## config.mk

```make
export PLATFORM = sky130hd
export DESIGN_NAME = fpu_regfile_wb
export DESIGN_NICKNAME = d
export VERILOG_FILES = /design/src/rtl/fpu_rf_pkg.sv /design/src/rtl/rf_write_arb.sv /design/src/rtl/fpu_regfile_wb.sv
export SDC_FILE = /design/constraint.sdc
export NUM_CORES = 1
export LEC_CHECK = 0
export ABC_CLOCK_PERIOD_IN_PS = 4100
export CORE_AREA = 2 2 252 254
export DETAILED_ROUTE_END_ITERATION = 6
export DIE_AREA = 0 0 254 256
export GPL_TIMING_DRIVEN = 0
export MAX_ROUTING_LAYER = met4
export PLACE_DENSITY = 0.72
export RECOVER_POWER = 100
export SLEW_MARGIN = 40
export SYNTH_ARGS = -nofsm -noshare
export SYNTH_HDL_FRONTEND = slang
export SYNTH_SLANG_ARGS = --single-unit
export TNS_END_PERCENT = 1
```

## constraint.sdc

```tcl
create_clock -name clk -period 4.1 [get_ports clk]
set_clock_uncertainty 0.1 [all_clocks]
set_input_delay 0.41 -clock clk [delete_from_list [all_inputs] [get_ports clk]]
set_output_delay 0.41 -clock clk [all_outputs]
set_load 0.02 [all_outputs]
```

## src/rtl/fpu_rf_pkg.sv

```systemverilog
// Shared constants and types for the FP co-processor register file and its
// write-back arbiter.
package fpu_rf_pkg;

  localparam int NUM_REGS = 16;
  localparam int DATA_W   = 32;
  localparam int ADDR_W   = $clog2(NUM_REGS);

  typedef logic [DATA_W-1:0] fp_word_t;
  typedef logic [ADDR_W-1:0] reg_idx_t;

  // One granted register-file write per cycle.
  typedef struct packed {
    logic     valid;
    reg_idx_t addr;
    fp_word_t data;
  } wr_req_t;

endpackage

```

## src/rtl/rf_write_arb.sv

```systemverilog
// Fixed-priority write arbiter for the register file: FPU result beats SRAM
// load, which beats host write. Busy registers hold off SRAM/host writes.
module rf_write_arb
  import fpu_rf_pkg::*;
(
  input  logic     fpu_valid,
  input  reg_idx_t fpu_addr,
  input  fp_word_t fpu_data,
  input  logic     sram_valid,
  input  reg_idx_t sram_addr,
  input  fp_word_t sram_data,
  input  logic     sram_busy,
  input  logic     host_valid,
  input  reg_idx_t host_addr,
  input  fp_word_t host_data,
  input  logic     host_busy,
  output logic     sram_ready,
  output logic     host_ready,
  output wr_req_t  wr
);

  // FPU has no ready and is always taken, so it only needs to gate the others.
  always_comb begin
    sram_ready = !fpu_valid && !sram_busy;
    host_ready = !fpu_valid && !sram_valid && !host_busy;
    wr         = '0;
    if (fpu_valid) begin
      wr.valid = 1'b1;
      wr.addr  = fpu_addr;
      wr.data  = fpu_data;
    end else if (sram_valid && sram_ready) begin
      wr.valid = 1'b1;
      wr.addr  = sram_addr;
      wr.data  = sram_data;
    end else if (host_valid && host_ready) begin
      wr.valid = 1'b1;
      wr.addr  = host_addr;
      wr.data  = host_data;
    end
  end

endmodule

```

## src/rtl/fpu_regfile_wb.sv

```systemverilog
// Register file and write-back stage of the FP co-processor: storage, busy
// scoreboard for outstanding FPU results, and a sticky spurious-write flag.
module fpu_regfile_wb
  import fpu_rf_pkg::*;
(
  input  logic                       clk,
  input  logic                       n_rst,
  input  logic                       fpu_wb_valid,
  input  reg_idx_t                   fpu_wb_addr,
  input  fp_word_t                   fpu_wb_data,
  input  logic                       sram_w_valid,
  input  reg_idx_t                   sram_w_addr,
  input  fp_word_t                   sram_w_data,
  output logic                       sram_w_ready,
  input  logic                       host_w_valid,
  input  reg_idx_t                   host_w_addr,
  input  fp_word_t                   host_w_data,
  output logic                       host_w_ready,
  input  logic                       issue_valid,
  input  reg_idx_t                   issue_dest,
  output logic                       issue_ready,
  output logic [NUM_REGS*DATA_W-1:0] reg_out,
  output logic [NUM_REGS-1:0]        busy,
  output logic                       wb_err
);

  wr_req_t  wr;
  fp_word_t regs [NUM_REGS];

  rf_write_arb u_arb (
    .fpu_valid  (fpu_wb_valid),
    .fpu_addr   (fpu_wb_addr),
    .fpu_data   (fpu_wb_data),
    .sram_valid (sram_w_valid),
    .sram_addr  (sram_w_addr),
    .sram_data  (sram_w_data),
    .sram_busy  (busy[sram_w_addr]),
    .host_valid (host_w_valid),
    .host_addr  (host_w_addr),
    .host_data  (host_w_data),
    .host_busy  (busy[host_w_addr]),
    .sram_ready (sram_w_ready),
    .host_ready (host_w_ready),
    .wr         (wr)
  );

  assign issue_ready = !busy[issue_dest];

  always_ff @(posedge clk or negedge n_rst) begin
    if (!n_rst) begin
      for (int i = 0; i < NUM_REGS; i++) regs[i] <= '0;
    end else if (wr.valid) begin
      regs[wr.addr] <= wr.data;
    end
  end

  // An accepted issue is applied after the write-back clear, so a reservation
  // the issuer saw granted is never lost to a same-register spurious write-back.
  always_ff @(posedge clk or negedge n_rst) begin
    if (!n_rst) begin
      busy   <= '0;
      wb_err <= 1'b0;
    end else begin
      if (fpu_wb_valid) begin
        busy[fpu_wb_addr] <= 1'b0;
        if (!busy[fpu_wb_addr]) wb_err <= 1'b1;
      end
      if (issue_valid && issue_ready) busy[issue_dest] <= 1'b1;
    end
  end

  for (genvar g = 0; g < NUM_REGS; g++) begin : g_pack
    assign reg_out[g*DATA_W +: DATA_W] = regs[g];
  end

endmodule

```

==> flow_metrics.env <==
export IMPL_grt_met3_usage_pct=5.11
export IMPL_drv_slew=68
export IMPL_via_count=14900
export IMPL_port_buffers=643
export IMPL_utilization_pct=49.9
export IMPL_grt_pass1_wl_um=109000
export IMPL_status="complete, but fails checks"
export IMPL_die_area_um2=65000
export IMPL_violations="capacitance limit, slew limit"
export IMPL_diodes=0
export IMPL_cp_start_kind="input pin"
export IMPL_rows=92
export IMPL_synth_edf_count=0
export IMPL_synth_seq_area_share_pct=60.2
export IMPL_die_h_um=256
export IMPL_cts_made_buffers=56
export IMPL_gp_congestion=0.911
export IMPL_drive_gt1_share_pct=28.8
export IMPL_cap_violations=1
export IMPL_first_pass_iters=5
export IMPL_tightest_slew_ps=1840
export IMPL_h_tree_depth=2
export IMPL_grt_use_met2_pct=37.6
export IMPL_synth_seq_cells=529
export IMPL_tns_ps=0
export IMPL_use_met1_pct=28.0
export IMPL_drtIter0Drc=768
export IMPL_dp_slack_ps=-491
export IMPL_fp_coreArea_um2=62400
export IMPL_die_w_um=254
export IMPL_setup_slack_ps=147
export IMPL_final_common_cell="dlygate4sd3_1"
export IMPL_place_hpwl_um=56000
export IMPL_p_per_area_nw_per_um2=714
export IMPL_leakage_uw=0.0148
export IMPL_yosysUniqueCellTypes=58
export IMPL_fin_crit_ps=3950
export IMPL_antenna_found_initial=2
export IMPL_clock_sinks=529
export IMPL_tritoncts="done"
export IMPL_placed_cell_area_um2=29700
export IMPL_ios=650
export IMPL_hold_viol=0
export IMPL_cp_arrival_ps=4390
export IMPL_layout_common_cells="dlygate4sd3_1, dfrtp_1, mux2_2"
export IMPL_ir_worst_vdd_mv=0.370
export IMPL_clockRootBuffer="clkbuf_16"
export IMPL_critPathMaxFanout=10
export IMPL_fmax_mhz=253
export IMPL_rsz0062_at_grt="false"
export IMPL_syn_nets=1510
export IMPL_grtUsageTotal_pct=23.3
export IMPL_yosysTopAreaCell="dfrtp_1"
export IMPL_crit_required_ps=4540
export IMPL_syn_area_um2=22000
export IMPL_relSlewSlack_pct=-22.5
export IMPL_yosys_warnings=0
export IMPL_final_area_um2=31100
export IMPL_nets=2220
export IMPL_clk_latency_ps=610
export IMPL_hold_path_class="in2reg"
export IMPL_wl_um=74000
export IMPL_wl_per_cell_um=24.7
export IMPL_worstSetupPathType="in2reg"
export IMPL_path_clk_slew_ps=60
export IMPL_setup_viol=0
export IMPL_clockBufferDepth=3
export IMPL_n_fill_cell=5443
export IMPL_cp_end_kind="register"
export IMPL_finalPower_uw=22200
export IMPL_grt_max_degree=81
export IMPL_viasPerCell=4.96
export IMPL_synth_avg_cell_area_um2=15.8
export IMPL_post_cts_resized=0
export IMPL_synthCells=1392
export IMPL_reg2reg_slack_ps=190
export IMPL_start_util_pct=35.2
export IMPL_post_cts_setup_buffers=0
export IMPL_grt_busiest_layer="met2"
export IMPL_async_flop_share_pct=100
export IMPL_antenna_left=0
export IMPL_grt_pass1_vias=16000
export IMPL_synth_top_area_share_pct=60.2
export IMPL_synthTopCellsByArea="dfrtp_1, mux2_2, mux2_4"
export IMPL_multiInputGateArea_um2=7750
export IMPL_hold_buffers=1
export IMPL_drc=0
export IMPL_synth_ff_type="dfrtp_1"
export IMPL_gr_total_overflow=0
export IMPL_syn2layout_area_growth_pct=41.6
export IMPL_fin_crit_sh_pct=96.4
export IMPL_ff_latch_area_um2=13200
## critical path: stages
cell,delay [ps]
clkdlybuf4s50_1,540
buf_4,240
mux4_2,510
mux2i_1,140
a22o_1,290
and2_1,190
buf_2,320
clkbuf_1,540
nand2_1,270
nand2_1,250
buf_2,420
mux2_2,230
## stage by stage
step	hold slack, ps	cells
2_1_floorplan	14.4	1392
3_5_place_dp	324	2889
6_report	274	2994
5_1_grt	249	2994
4_1_cts	218	2994
3_3_place_gp	363	2881
## cells by family (layout without fill, tap and decap cells)
logic type / Yosys count / count (layout) / synth area share, %
buffers and inverters: 105 / 861 / 3.02
and+or+nand+nor: 130 / 130 / 3.33
AOI/OAI and AO/OA: 90 / 90 / 3.26
muxes: 538 / 538 / 30.1
DFF: 529 / 529 / 60.2
## metal layers
layer  part of all wire (%)  routed length [um]
met1                     39               28900
met2                     49               36300
met3                    7.1                5290
met4                    4.7                3470
met5                      0                   0
## report_power, final
group	internal (uW)	switching [uW]
registers	7120	1050
logic	4090	4780
clock network	3040	2130
total	14200	7960
## area by class of cell
class | instances | area share, %
Clock buffer | 86 | 5.45
Multi-Input combinational cell | 758 | 24.9
Timing Repair Buffer | 652 | 21.1
Clock inverter | 18 | 0.680
Inverter | 4 | 0.0483
Buffer | 101 | 1.86
Sequential cell | 529 | 42.5
Tap cell | 846 | 3.40
## state kept, by name (all words and copies together) (netlist names)
name,flops
wb_err,1
busy,16
reg_out,512
## cell usage after synthesis, drive strengths merged, types with 2 or more instances
cell type	number
a221o	3
a221oi	5
a22oi	33
a2bb2oi	3
a31oi	4
and2	2
and3	2
buf	87
clkbuf	14
dfrtp	529
inv	4
mux2	516
mux2i	6
mux4	16
nand2	77
nand2b	5
nand3	12
nand3b	2
nand4	2
nor2	7
nor2b	2
nor3	5
nor4b	2
o21ai	33
o21bai	3
or2	3
or3	4
## worst paths after layout
path                                         start                  endpoint  cells past startpoint
max                                 host_w_addr[0]  reg_out[443]$_DFFE_PN0P_                     12
min                                  issue_dest[1]        busy[15]$_DFF_PN0_                      3
max reg2reg                      busy[7]$_DFF_PN0_  reg_out[157]$_DFFE_PN0P_                     10
min reg2reg                reg_out[37]$_DFFE_PN0P_   reg_out[37]$_DFFE_PN0P_                      1
max in group asynchronous                    n_rst  reg_out[389]$_DFFE_PN0P_                      5
min in group asynchronous                    n_rst   reg_out[82]$_DFFE_PN0P_                      2
Power figures use the tool's default switching activity.
